<file path="config.mk">
export PLATFORM = sky130hd
export DESIGN_NAME = div_unit
export DESIGN_NICKNAME = d
export VERILOG_FILES = /design/src/rtl/div_pkg.sv /design/src/rtl/div_unit.sv
export SDC_FILE = /design/constraint.sdc
export NUM_CORES = 1
export LEC_CHECK = 0
export BUFFER_PORTS_ARGS = -buffer_cell sky130_fd_sc_hd__buf_2
export CAP_MARGIN = 30
export CORE_AREA = 5 5 142 144
export DETAILED_ROUTE_END_ITERATION = 6
export DIE_AREA = 0 0 147 149
export GPL_TIMING_DRIVEN = 0
export PLACE_DENSITY = 0.79
export SYNTH_ARGS = -nofsm -noshare
export SYNTH_HDL_FRONTEND = slang
export SYNTH_SLANG_ARGS = --single-unit
</file>
<file path="constraint.sdc">
create_clock -name clk -period 4.7 [get_ports clk]
set_input_delay 0.235 -clock clk [delete_from_list [all_inputs] [get_ports clk]]
set_output_delay 0.235 -clock clk [all_outputs]
set_load 0.05 [all_outputs]
</file>
<file path="src/rtl/div_pkg.sv">
// Shared types and constants for the iterative RV32M divide/remainder unit.
package div_pkg;

    localparam int unsigned DIV_ITERS = 32;
    localparam int unsigned CNT_W     = 5;

    typedef enum logic [1:0] {
        DIV  = 2'b00,
        DIVU = 2'b01,
        REM  = 2'b10,
        REMU = 2'b11
    } div_op_e;

    typedef enum logic [1:0] {
        IDLE = 2'b00,
        CALC = 2'b01,
        FIX  = 2'b10,
        DONE = 2'b11
    } div_state_e;

endpackage

</file>
<file path="src/rtl/div_unit.sv">
// Radix-2 restoring DIV/DIVU/REM/REMU unit: 32 iterations, one sign-fix cycle,
// and a one-cycle write-back request. Zero divisor and signed overflow short-cut to DONE.
module div_unit
    import div_pkg::*;
#(
    parameter int unsigned XLEN = 32
) (
    input  logic            clk,
    input  logic            rst,
    input  logic            start,
    input  logic [1:0]      op,
    input  logic [XLEN-1:0] rs1_val,
    input  logic [XLEN-1:0] rs2_val,
    input  logic [4:0]      rd,
    input  logic            kill,
    output logic            busy,
    output logic            wb_we,
    output logic [4:0]      wb_rd,
    output logic [XLEN-1:0] wb_data
);

    div_state_e      state_q, state_d;
    logic            is_rem_q;
    logic            neg_quo_q;
    logic            neg_rem_q;
    logic [XLEN-1:0] divisor_q;
    logic [XLEN-1:0] rem_q;
    logic [XLEN-1:0] quo_q;
    logic [CNT_W-1:0] cnt_q;

    logic            busy_d;
    logic            wb_we_d;

    // Request decode and operand conditioning
    div_op_e         op_e;
    logic            accept;
    logic            is_signed;
    logic            is_rem;
    logic            a_neg;
    logic            b_neg;
    logic [XLEN-1:0] a_mag;
    logic [XLEN-1:0] b_mag;
    logic            div_zero;
    logic            overflow;
    logic            fast;
    logic [XLEN-1:0] fast_res;
    logic [4:0]      rd_eff;

    always_comb begin
        op_e      = div_op_e'(op);
        accept    = (state_q == IDLE) && start && !kill;
        is_signed = (op_e == DIV) || (op_e == REM);
        is_rem    = (op_e == REM) || (op_e == REMU);
        a_neg     = is_signed && rs1_val[XLEN-1];
        b_neg     = is_signed && rs2_val[XLEN-1];
        a_mag     = a_neg ? XLEN'(~rs1_val + XLEN'(1)) : rs1_val;
        b_mag     = b_neg ? XLEN'(~rs2_val + XLEN'(1)) : rs2_val;
        div_zero  = (rs2_val == '0);
        overflow  = is_signed && (rs1_val == {1'b1, {(XLEN-1){1'b0}}})
                              && (rs2_val == {XLEN{1'b1}});
        fast      = div_zero || overflow;
        if (div_zero) begin
            fast_res = is_rem ? rs1_val : {XLEN{1'b1}};
        end else begin
            fast_res = is_rem ? '0 : {1'b1, {(XLEN-1){1'b0}}};
        end
        rd_eff    = accept ? rd : wb_rd;
    end

    // One restoring iteration and the final sign correction
    logic [XLEN:0]   shifted;
    logic [XLEN:0]   diff;
    logic [XLEN-1:0] quo_fix;
    logic [XLEN-1:0] rem_fix;
    logic [XLEN-1:0] result;

    always_comb begin
        shifted = {rem_q, quo_q[XLEN-1]};
        diff    = shifted - {1'b0, divisor_q};
        quo_fix = neg_quo_q ? XLEN'(~quo_q + XLEN'(1)) : quo_q;
        rem_fix = neg_rem_q ? XLEN'(~rem_q + XLEN'(1)) : rem_q;
        result  = is_rem_q ? rem_fix : quo_fix;
    end

    // State register with registered status outputs
    always_ff @(posedge clk or negedge rst) begin
        if (!rst) begin
            state_q <= IDLE;
            busy    <= 1'b0;
            wb_we   <= 1'b0;
        end else begin
            state_q <= state_d;
            busy    <= busy_d;
            wb_we   <= wb_we_d;
        end
    end

    // Next-state logic; kill overrides everything
    always_comb begin
        state_d = state_q;
        case (state_q)
            IDLE: if (accept) state_d = fast ? DONE : CALC;
            CALC: if (cnt_q == CNT_W'(DIV_ITERS - 1)) state_d = FIX;
            FIX:  state_d = DONE;
            DONE: state_d = IDLE;
            default: state_d = IDLE;
        endcase
        if (kill) begin
            state_d = IDLE;
        end
    end

    // Output decode from the upcoming state
    always_comb begin
        busy_d  = 1'b0;
        wb_we_d = 1'b0;
        busy_d  = (state_d != IDLE);
        wb_we_d = (state_d == DONE) && (rd_eff != 5'd0);
    end

    // Iteration datapath
    always_ff @(posedge clk or negedge rst) begin
        if (!rst) begin
            is_rem_q  <= 1'b0;
            neg_quo_q <= 1'b0;
            neg_rem_q <= 1'b0;
            divisor_q <= '0;
            rem_q     <= '0;
            quo_q     <= '0;
            cnt_q     <= '0;
            wb_rd     <= 5'd0;
            wb_data   <= '0;
        end else if (accept) begin
            is_rem_q  <= is_rem;
            neg_quo_q <= a_neg ^ b_neg;
            neg_rem_q <= a_neg;
            divisor_q <= b_mag;
            rem_q     <= '0;
            quo_q     <= a_mag;
            cnt_q     <= '0;
            wb_rd     <= rd;
            if (fast) begin
                wb_data <= fast_res;
            end
        end else if (!kill && state_q == CALC) begin
            if (!diff[XLEN]) begin
                rem_q <= diff[XLEN-1:0];
                quo_q <= {quo_q[XLEN-2:0], 1'b1};
            end else begin
                rem_q <= shifted[XLEN-1:0];
                quo_q <= {quo_q[XLEN-2:0], 1'b0};
            end
            cnt_q <= cnt_q + CNT_W'(1);
        end else if (!kill && state_q == FIX) begin
            wb_data <= result;
        end
    end

endmodule

</file>
---- Word-level counts from Yosys, hierarchy flattened ----
Cells that the tools add are included.
operators by class
  add/subtract/negate cells ............... 6
  equal/unequal tests ..................... 11
  muxes and demuxes ....................... 26
  bitwise gates (word level) .............. 5
  reductions and logical operators ........ 21
operators by type and width
  cell                                                                      count
  32-bit two-way mux                                                        17
  32-bit by 1-bit adder with 32-bit output (second input constant)          4
  32-bit inverter                                                           4
  32-bit equality test (second input constant)                              2
  33-bit by 32-bit subtractor with 33-bit output                            1
  32-bit zero test                                                          1
  5-bit two-way mux                                                         3
  2-bit equality test (second input constant)                               5
  1-bit logical AND                                                         9
  2-bit two-way mux                                                         4
  2-bit one-hot mux with 4 select lines                                     1
  2-bit nonzero test                                                        3
  5-bit by 1-bit adder with 5-bit output (second input constant)            1
  5-bit equality test (second input constant)                               1
  5-bit nonzero test                                                        1
  2-bit zero test                                                           2
  1-bit logical OR                                                          3
  3-bit AND reduction                                                       1
  2-bit by 1-bit equality test with 1-bit output (second input constant)    1
  2-bit by 1-bit inequality test with 1-bit output (second input constant)  1
  2-bit inequality test (second input constant)                             1
  1-bit zero test                                                           1
  1-bit two-way mux                                                         1
  1-bit bitwise XOR                                                         1
word-level totals
  register bits ........................... 145
  input bits .............................. 75
  word-level logic and storage cells ...... 81

---- Longest topological paths before layout ----
Gate-level depths: netlist of the first run.
  depth in word-level cells ............... 11
  mapped depth ............................ 14
  depth with buffers taken out ............ 12

---- Least setup slack after synthesis of the first run ----
Ideal clock, no wire load.
  path kind ............................... register -> register
  from .................................... register quo_q[31]
  to ...................................... register rem_q[11]
  setup time .............................. 0.133 ns
  arrival ................................. 3.301 ns
  setup slack ............................. 1.266 ns
  cell stages (with the launch flop) ...... 14
  path buffers ............................ 2
  period minus slack after synthesis ...... 3.434 ns
  cells stage by stage .................... dfrtp_1 inv_1 ha_1 fa_1 nand2b_1 a21oi_1 o21ai_0 a2111oi_0 nor4_1 and4b_1 clkbuf_1 buf_2 mux2i_1 o21ai_0
on the way
  longest elaborated chain between the ends .. 4
ends and longest elaborated chain
  item                                            RTL line         source
  start: declaration                              div_unit.sv:28   logic [XLEN-1:0] quo_q;
  start signal: assignment                        div_unit.sv:139  quo_q <= a_mag;
  start signal: assignment                        div_unit.sv:148  quo_q <= {quo_q[XLEN-2:0], 1'b1};
  start signal: assignment                        div_unit.sv:151  quo_q <= {quo_q[XLEN-2:0], 1'b0};
  33-bit by 32-bit subtractor with 33-bit output  div_unit.sv:79   diff = shifted - {1'b0, divisor_q};
  32-bit two-way mux                              div_unit.sv:146  if (!diff[XLEN]) begin
  32-bit two-way mux                              div_unit.sv:145  end else if (!kill && state_q == CALC) begin
  32-bit two-way mux                              div_unit.sv:133  end else if (accept) begin
  end signal: assignment                          div_unit.sv:147  rem_q <= diff[XLEN-1:0];
  end signal: assignment                          div_unit.sv:150  rem_q <= shifted[XLEN-1:0];
  end: declaration                                div_unit.sv:27   logic [XLEN-1:0] rem_q;
Every way passes these cells. The select of a mux whose other input is x is not followed.
A chain may end at the register's enable or synchronous reset.

---- Worst setup path in the final report of the first run ----
  from .................................... register quo_q[31]
  to ...................................... register rem_q[26]
The elaborated chain is that of the path after synthesis.

==> results of run 1 <==
## metal layers
metal | vias to the layer above | global-route usage, % | routed length, microns
li1 | 5102 | - | -
met1 | 5290 | 44.9 | 14600
met2 | 622 | 47.9 | 15500
met3 | 103 | 5.20 | 3220
met4 | 0 | 13.3 | 1390
met5 | - | 0 | 0
## repair_timing
item	4_1_cts	5_1_grt
endpoints found under the hold margin	56	0
gates resized for setup	0	0
hold buffers	1	0
buffers inserted	0	0
## state kept, by name, summed over array words and instances (netlist names)
name,cells
rem_q,32
is_rem_q,1
neg_rem_q,1
busy,1
neg_quo_q,1
quo_q,32
state_q,2
divisor_q,32
wb_rd,5
wb_data,32
cnt_q,5
wb_we,1
## critical path, delay by kind of cell, from the launching register on
family	cells	cell delay [ps]
simple gates	4	750
compound gates	4	1220
flops	1	380
fa+ha+maj	2	680
buf+inv	4	1260
## worst max-delay path by stage
stage	end	slack, ps	cells past startpoint
after global routing	rem_q[26]	90	14
after detailed placement	wb_data[16]	250	15
final	rem_q[26]	310	14
after floorplan	rem_q[11]	1270	13
after CTS	rem_q[26]	460	14
after global placement	rem_q[25]	-150	13
## cell usage after synthesis, types with 3 or more instances
cell | count | area [sq um]
and3_1 | 9 | 56.3
xnor2_1 | 79 | 692
nor4_1 | 12 | 75.1
o21ai_0 | 172 | 861
ha_1 | 39 | 488
dfrtp_1 | 145 | 3630
nor3_1 | 17 | 85.1
a22o_1 | 5 | 43.8
inv_1 | 55 | 206
nor2_1 | 68 | 255
xor2_1 | 65 | 569
or3_1 | 16 | 100
nand3_1 | 16 | 80.1
buf_1 | 4 | 15.0
mux2i_1 | 24 | 240
o22ai_1 | 9 | 56.3
a21oi_1 | 81 | 405
or4_4 | 3 | 33.8
and4_1 | 3 | 26.3
nand2b_1 | 19 | 119
or3_2 | 4 | 30.0
o31a_1 | 3 | 26.3
o31ai_1 | 30 | 225
mux2_2 | 7 | 78.8
a21o_1 | 21 | 158
nand2_1 | 171 | 642
nor2b_1 | 13 | 81.3
a22oi_1 | 32 | 240
or2_2 | 5 | 31.3
o211ai_1 | 18 | 135
buf_2 | 12 | 60.1
clkbuf_1 | 59 | 221
nand4_1 | 15 | 93.8
o41ai_1 | 14 | 123
a31oi_1 | 16 | 100
or4_1 | 13 | 97.6
a211oi_1 | 9 | 67.6
a32oi_1 | 3 | 26.3
o21a_1 | 10 | 75.1
## final cells by class
cell class / instances / area (sq um) / share of cell area (%)
Multi-Input combinational cell: 1061 / 6800 / 54.6
Sequential cell: 145 / 3630 / 29.2
Timing Repair Buffer: 116 / 619 / 4.98
Clock buffer: 19 / 443 / 3.56
Buffer: 77 / 312 / 2.50
Tap cell: 234 / 293 / 2.35
Inverter: 55 / 206 / 1.66
Clock inverter: 12 / 141 / 1.14
## logic make-up after synthesis
logic type / count (synthesis) / share of synthesized area [%]
XOR/XNOR: 144 / 11.5
AO/OA/AOI/OAI: 445 / 25.1
adder cells (fa/ha/maj): 40 / 4.64
buffers and inverters: 132 / 4.73
flip-flops: 145 / 33.2
multiplexers: 32 / 3.02
AND/OR/NAND/NOR: 400 / 17.8
## where the power goes
group | internal, W | total (W) | switching [W] | leakage [nW]
clock network | 0.000839 | 0.00139 | 0.000552 | 0.292
logic | 0.000545 | 0.00138 | 0.000839 | 3.46
registers | 0.00139 | 0.00156 | 0.000171 | 1.91
## stage by stage
stage / hold WS (ps) / total power, W / util (%) / setup TNS [ps]
after floorplan: -60.6 / 0.00252 / - / 0
after global placement: 455 / 0.00288 / 63.5 / -2240
after detailed placement: 237 / 0.00293 / 63.7 / 0
after CTS: 26.8 / 0.00431 / 66.9 / 0
after global routing: 64.4 / 0.00457 / 66.9 / 0
final: 27.9 / 0.00434 / 66.9 / 0
==> metrics.csv, run 1 <==
stage,metric,value,unit
route,WL/cell,20.2,microns
clock_tree,clock tree buffer depth,2,
die,Chip Width,147,microns
final_layout,fraction of layout cells with a size suffix above 1,12.5,%
die,chip height,149,microns
global_route,first-pass GRT wire length,55500,microns
route,drt via density,6.47,
worst_setup_path,CP max stage delay,520,ps
worst_setup_path,kind of critical path,reg -> reg,
placement,IO Port Bufs,112,
synthesis,sequential area share after synthesis,33.2,%
die,die area,0.0219,sq mm
die,initial cell density of the core,58.9,%
sta,clock skew,8.17,ps
final_layout,Final nets,1588,
worst_setup_path,Crit-path slowest cell,a2111oi_1,
synthesis,"Distinct cells, synth",72,
flow_run,Max-Cap Viols,0,
synthesis,Synth Cell Area,0.0109,sq mm
global_route,pin count of the biggest net entering global routing,90,
clock_tree,CTS root buf,clkbuf_16,
synthesis,yosys synthesis warning count,0,
global_route,gr ovfl total,0,
sta,final setup fails,0,
final_layout,Area Overhead vs Synth,13.7,%
sta,Slew HR,28.7,%
final_layout,"commonest non-fill, non-tap cell in the layout",o21ai_0,
pwr,peak supply drop,284,uV
hold_path,hold endpoint,wb_rd[0],
final_layout,design area,0.0124,sq mm
worst_setup_path,worst path required time,5050,ps
worst_setup_path,endpoint type of the worst setup path,flip-flop,
sta,Setup WS post-layout,308,ps
clock_tree,clock latency on the worst-skew pair,440,ps
final_layout,ant diodes,0,
final_layout,Fillers,1621,
worst_setup_path,WP data arrival,4740,ps
worst_setup_path,reg2reg start,quo_q[31],
route,Post-route DRC,0,
synthesis,"EDFF count, synth",0,
pwr,power density over cell area,349,mW/mm^2
sta,Final period util,93.5,%
run_status,outcome,"complete, no violations",
pwr,LEAKAGE,5.66,nW
die,Cell Rows,50,
placement,placed cell area,0.0118,sq mm
sta,pins over their slew limit,0,
worst_setup_path,FF-to-FF End,rem_q[26],
synthesis,Post-Syn Nets,1453,
worst_setup_path,worst-path fanout max,10,
die,core area,0.0186,sq mm
global_route,vias in the first global route,10264,
sta,Fmax,0.228,GHz
worst_setup_path,Setup crit start kind,flip-flop,
clock_tree,CTS buffer count,17,
synthesis,top_reg_cell synth,dfrtp_1,
worst_setup_path,crit-path most repeated cell,o21ai_0,
hold_path,hold crit path type,in -> reg,
hold_path,hold depth,3,
global_route,initial antenna violation count,0,
clock_tree,CTS tree,done,
die,# IOs,114,
clock_tree,number of clock sinks,145,
worst_setup_path,worst-path cell chain,"inv_1, ha_1, fa_1, nand2b_1, a21oi_1, o21ai_0, a2111oi_1, clkdlybuf4s18_2, nor4_1, and4b_1, clkbuf_1, buf_2, nand2_1, o21ai_0",
synthesis,Post-synth ARST share,100,%
route,Detailed Route WL,34700,microns
route,Pre-antenna DRT Iters,6,
final_layout,most frequent cells in the layout,"o21ai_0, nand2_1, dfrtp_1, buf_2, a21oi_1",
placement,Post-Place Worst Slack,246,ps
placement,Placed Cells,1686,
placement,Post-DP HPWL,26300,microns
synthesis,syn_area_per_cell,8.18,sq um
clock_tree,Worst-path clk slew,60,ps
placement,GP Congestion,0.966,
sta,"Hold Vio Cnt, Final",0,
route,"antenna viol nets, final",0,
route,Initial DRC Count,1336,
synthesis,post-synthesis cell count,1338,
hold_path,worst hold start,rd[0],
sta,RSZ-0062 raised after global routing,no,
synthesis,register bit total from synthesis,145,
sta,Tmin final,4390,ps
worst_setup_path,Reg2Reg Setup Slack,310,ps
global_route,GRT Total Usage,31.6,%
sta,worst slew pin tran,1060,ps
final_layout,Layout Cells excl Fill,1719,
worst_setup_path,Critical Path Start,quo_q[31],
route,DR vias,11117,
worst_setup_path,R2R cell count,14,
clock_tree,# H-tree levels,4,
(Power assumes the default switching activity.)
==> run 2, diff against run 1 <==
- ABC_AREA: not set -> 1
- CORE_AREA: 5 5 142 144 -> 5 5 156 158
- DIE_AREA: 0 0 147 149 -> 0 0 161 163
- PLACE_DENSITY: 0.79 -> 0.78
==> run 2 against run 1 <==
  * The flow now finishes with violations (DRC)
  * Flip-flop and latch count stayed put
  * Critical path depth is 4 higher
  * First-iteration DRC count is 54% higher
  * Non-clock buffer count is 4 lower
  * Cell area is 20% higher
  * Hold slack worse by 8.8 ps
  * Sequential power hardly changed
  * Clock skew is 10 ps higher
  * Routed wire length is 42% higher
  * Sequential share of layout area is 4.9 points lower
  * Largest power group is now combinational logic
==> metrics.csv, run 2 <==
stage,metric,value,unit,change
route,Detailed Route WL,49100,microns,was 34700 microns
clock_tree,setup bufs post-CTS,0,,unchanged
global_route,initial antenna violation count,1,,was 0
route,drt via density,5.87,,was 6.47
worst_setup_path,Critical Path Start,quo_q[31],,unchanged
worst_setup_path,endpoint type of the worst setup path,flip-flop,,unchanged
synthesis,yosys synthesis warning count,0,,unchanged
final_layout,area of the multi-input gates,0.00831,sq mm,was 0.00680 sq mm
clock_tree,# H-tree levels,4,,unchanged
clock_tree,clock latency on the worst-skew pair,450,ps,was 440 ps
synthesis,Synth Cell Area,0.0134,sq mm,was 0.0109 sq mm
sta,setup tns final,0,ps,unchanged
final_layout,Final nets,2481,,was 1588
sta,Tmin final,2750,ps,was 4390 ps
worst_setup_path,Setup crit start kind,flip-flop,,unchanged
final_layout,"commonest non-fill, non-tap cell in the layout",nand2_1,,was o21ai_0
worst_setup_path,Reg2Reg Setup Slack,1950,ps,was 310 ps
worst_setup_path,worst path required time,5020,ps,was 5050 ps
worst_setup_path,worst-path cell chain,"inv_1, ha_1, fa_1, inv_1, nand2_1, nand2_1, nand3_1, nand2_2, nand2_2, nand2_2, nand2_4, nand2_4, nand2_4, nand2_4, buf_6, nand2_1, nand3_1, nand2_1",,"was inv_1, ha_1, fa_1, nand2b_1, a21oi_1, o21ai_0, a2111oi_1, clkdlybuf4s18_2, nor4_1, and4b_1, clkbuf_1, buf_2, nand2_1, o21ai_0"
worst_setup_path,worst-path fanout max,10,,unchanged
route,WL/cell,18.4,microns,was 20.2 microns
clock_tree,CTS buffer count,17,,unchanged
die,chip height,163,microns,was 149 microns
pwr,peak supply drop,202,uV,was 284 uV
synthesis,sequential area share after synthesis,27.1,%,was 33.2%
clock_tree,clock tree buffer depth,2,,unchanged
run_status,failing checks,DRC,,
route,DR vias,15676,,was 11117
synthesis,Post-synth ARST share,100,%,unchanged
synthesis,most frequent cell after synthesis,nand2_1,,was o21ai_0
clock_tree,CTS root buf,clkbuf_16,,unchanged
sta,Final period util,58.4,%,was 93.5%
sta,Setup WS post-layout,1950,ps,was 308 ps
sta,final setup fails,0,,unchanged
placement,GP Congestion,1.08,,was 0.966
placement,Post-DP HPWL,39500,microns,was 26300 microns
worst_setup_path,Crit-path slowest cell,fa_1,,was a2111oi_1
die,die area,0.0262,sq mm,was 0.0219 sq mm
pwr,power density over cell area,317,mW/mm^2,was 349 mW/mm^2
sta,Fmax,0.364,GHz,was 0.228 GHz
clock_tree,number of clock sinks,145,,unchanged
synthesis,"EDFF count, synth",0,,unchanged
global_route,first-pass GRT wire length,75500,microns,was 55500 microns
global_route,vias in the first global route,14120,,was 10264
hold_path,hold crit path type,in -> reg,,unchanged
worst_setup_path,R2R cell count,18,,was 14
route,Initial DRC Count,2063,,was 1336
global_route,gr ovfl total,0,,unchanged
synthesis,top_reg_cell synth,dfrtp_1,,unchanged
final_layout,register area,0.00363,sq mm,unchanged
worst_setup_path,kind of critical path,reg -> reg,,unchanged
final_layout,Area Overhead vs Synth,11.8,%,was 13.7%
worst_setup_path,reg2reg start,quo_q[31],,unchanged
synthesis,register bit total from synthesis,145,,unchanged
clock_tree,Worst-path clk slew,70,ps,was 60 ps
clock_tree,CTS tree,done,,unchanged
sta,Slew HR,29.8,%,was 28.7%
flow_run,Max-Cap Viols,0,,unchanged
synthesis,top-area cell type share of the netlist area,27.1,%,was 33.2%
die,initial cell density of the core,58.3,%,was 58.9%
placement,IO Port Bufs,113,,was 112
sta,RSZ-0062 raised after global routing,no,,unchanged
final_layout,Fillers,2220,,was 1621
route,Post-route DRC,6,,was 0
sta,worst slew pin tran,1040,ps,was 1060 ps
route,Pre-antenna DRT Iters,7,,was 6
global_route,pin count of the biggest net entering global routing,86,,was 90
synthesis,"Distinct cells, synth",45,,was 72
synthesis,Post-Syn Nets,2347,,was 1453
die,Chip Width,161,microns,was 147 microns
worst_setup_path,WP data arrival,3070,ps,was 4740 ps
route,"antenna viol nets, final",0,,unchanged
synthesis,top post-synthesis cells by area,"dfrtp_1, nand2_1, nand3_1",,"was dfrtp_1, o21ai_0, xnor2_1"
sta,pins over their slew limit,0,,unchanged
pwr,LEAKAGE,8.34,nW,was 5.66 nW
hold_path,hold depth,2,,was 3
hold_path,worst hold start,rs2_val[30],,was rd[0]
placement,Post-Place Worst Slack,2060,ps,was 246 ps
die,# IOs,114,,unchanged
synthesis,post-synthesis cell count,2232,,was 1338
run_status,outcome,"finished, violations left",,"was complete, no violations"
global_route,GRT Total Usage,36.9,%,was 31.6%
die,Cell Rows,56,,was 50
final_layout,fraction of layout cells with a size suffix above 1,9.33,%,was 12.5%
synthesis,syn_area_per_cell,6.01,sq um,was 8.18 sq um
synthesis,Synth area leader,dfrtp_1,,unchanged
die,core area,0.0230,sq mm,was 0.0186 sq mm
hold_path,hold endpoint,divisor_q[30],,was wb_rd[0]
worst_setup_path,FF-to-FF End,rem_q[23],,was rem_q[26]
sta,clock skew,18.6,ps,was 8.17 ps
final_layout,most frequent cells in the layout,"nand2_1, nand3_1, inv_1, nor2_1, dfrtp_1",,"was o21ai_0, nand2_1, dfrtp_1, buf_2, a21oi_1"
worst_setup_path,CP max stage delay,410,ps,was 520 ps
synthesis,"top cells by count, synth","nand2_1, nand3_1, inv_1",,"was o21ai_0, nand2_1, dfrtp_1"
sta,"Hold Vio Cnt, Final",0,,unchanged
run 2: cell types whose count changed after synthesis, moves of 31 or more:
cell,before,now
nand3_1,16,329
xor2_1,65,28
a22oi_1,32,0
inv_1,55,285
xnor2_1,79,11
nand2_1,171,727
a21oi_1,81,50
o21ai_0,172,139
nor2_1,68,205
run 2: stage by stage:
step                hold WS, ps  total power (W)  utilization (%)  std cells  cell area, sq um
detailed placement          281          0.00325             62.5       2636             14400
global route               48.5          0.00498             65.2       2669             15000
floorplan                 -60.6          0.00269                -       2232             13400
finish                     19.1          0.00474             65.2       2670             15000
CTS                        16.6          0.00467             65.2       2669             15000
global placement            447          0.00322             62.4       2635             14300
run 2: cell families after synthesis:
logic type,after synthesis,synth area share (%)
buf+inv,369,10.9
xor+xnor,39,2.55
fa+ha+maj,40,3.79
compound gates,257,11.0
flops,145,27.1
simple gates,1382,44.6
run 2: cell type report:
type,count,share of cell area (%)
inverters,295,7.39
diodes,1,0.0167
flip-flops and latches,145,24.2
well taps,290,2.42
multi-input cells,1718,55.5
clock inverters,14,1.15
plain buffers,74,2.41
clock buffers,18,2.86
repair buffers,115,4.07
run 2: worst max-delay path by stage:
| stage | endpoint | slack [ps] | cells after the start |
|---|---|---|---|
| 2_1_floorplan | rem_q[19] | 2500 | 18 |
| 3_3_place_gp | wb_data[10] | 1210 | 1 |
| 3_5_place_dp | rem_q[26] | 2060 | 18 |
| 4_1_cts | rem_q[23] | 2010 | 18 |
| 5_1_grt | rem_q[25] | 1810 | 18 |
| 6_report | rem_q[23] | 1950 | 18 |
run 2: per-layer routing:
layer / vias up / global-route usage (%) / share of wire [%]
li1: 7489 / - / -
met1: 7144 / 51.5 / 42
met2: 907 / 54.9 / 42
met3: 134 / 10.3 / 12
met4: 2 / 13.1 / 3.8
met5: - / 0 / 0.016
run 2: power breakdown:
group	total (W)	switching (W)	internal, W	leakage [nW]
logic	0.00175	0.00124	0.000513	6.17
registers	0.00155	0.000142	0.00141	1.88
clock network	0.00144	0.000642	0.000802	0.288
total	0.00474	0.00202	0.00272	8.34
run 2: timing repair:
action,4_1_cts,5_1_grt
hold endpoints to repair,60,0
hold buffers,1,0
resized for setup,0,0
run 2: critical path, delay by kind of cell (launching register included):
family	cells	cell delay, ps
flip-flops	1	370
AND/OR/NAND/NOR	13	1180
adder cells (fa/ha/maj)	2	660
buffers and inverters	3	420
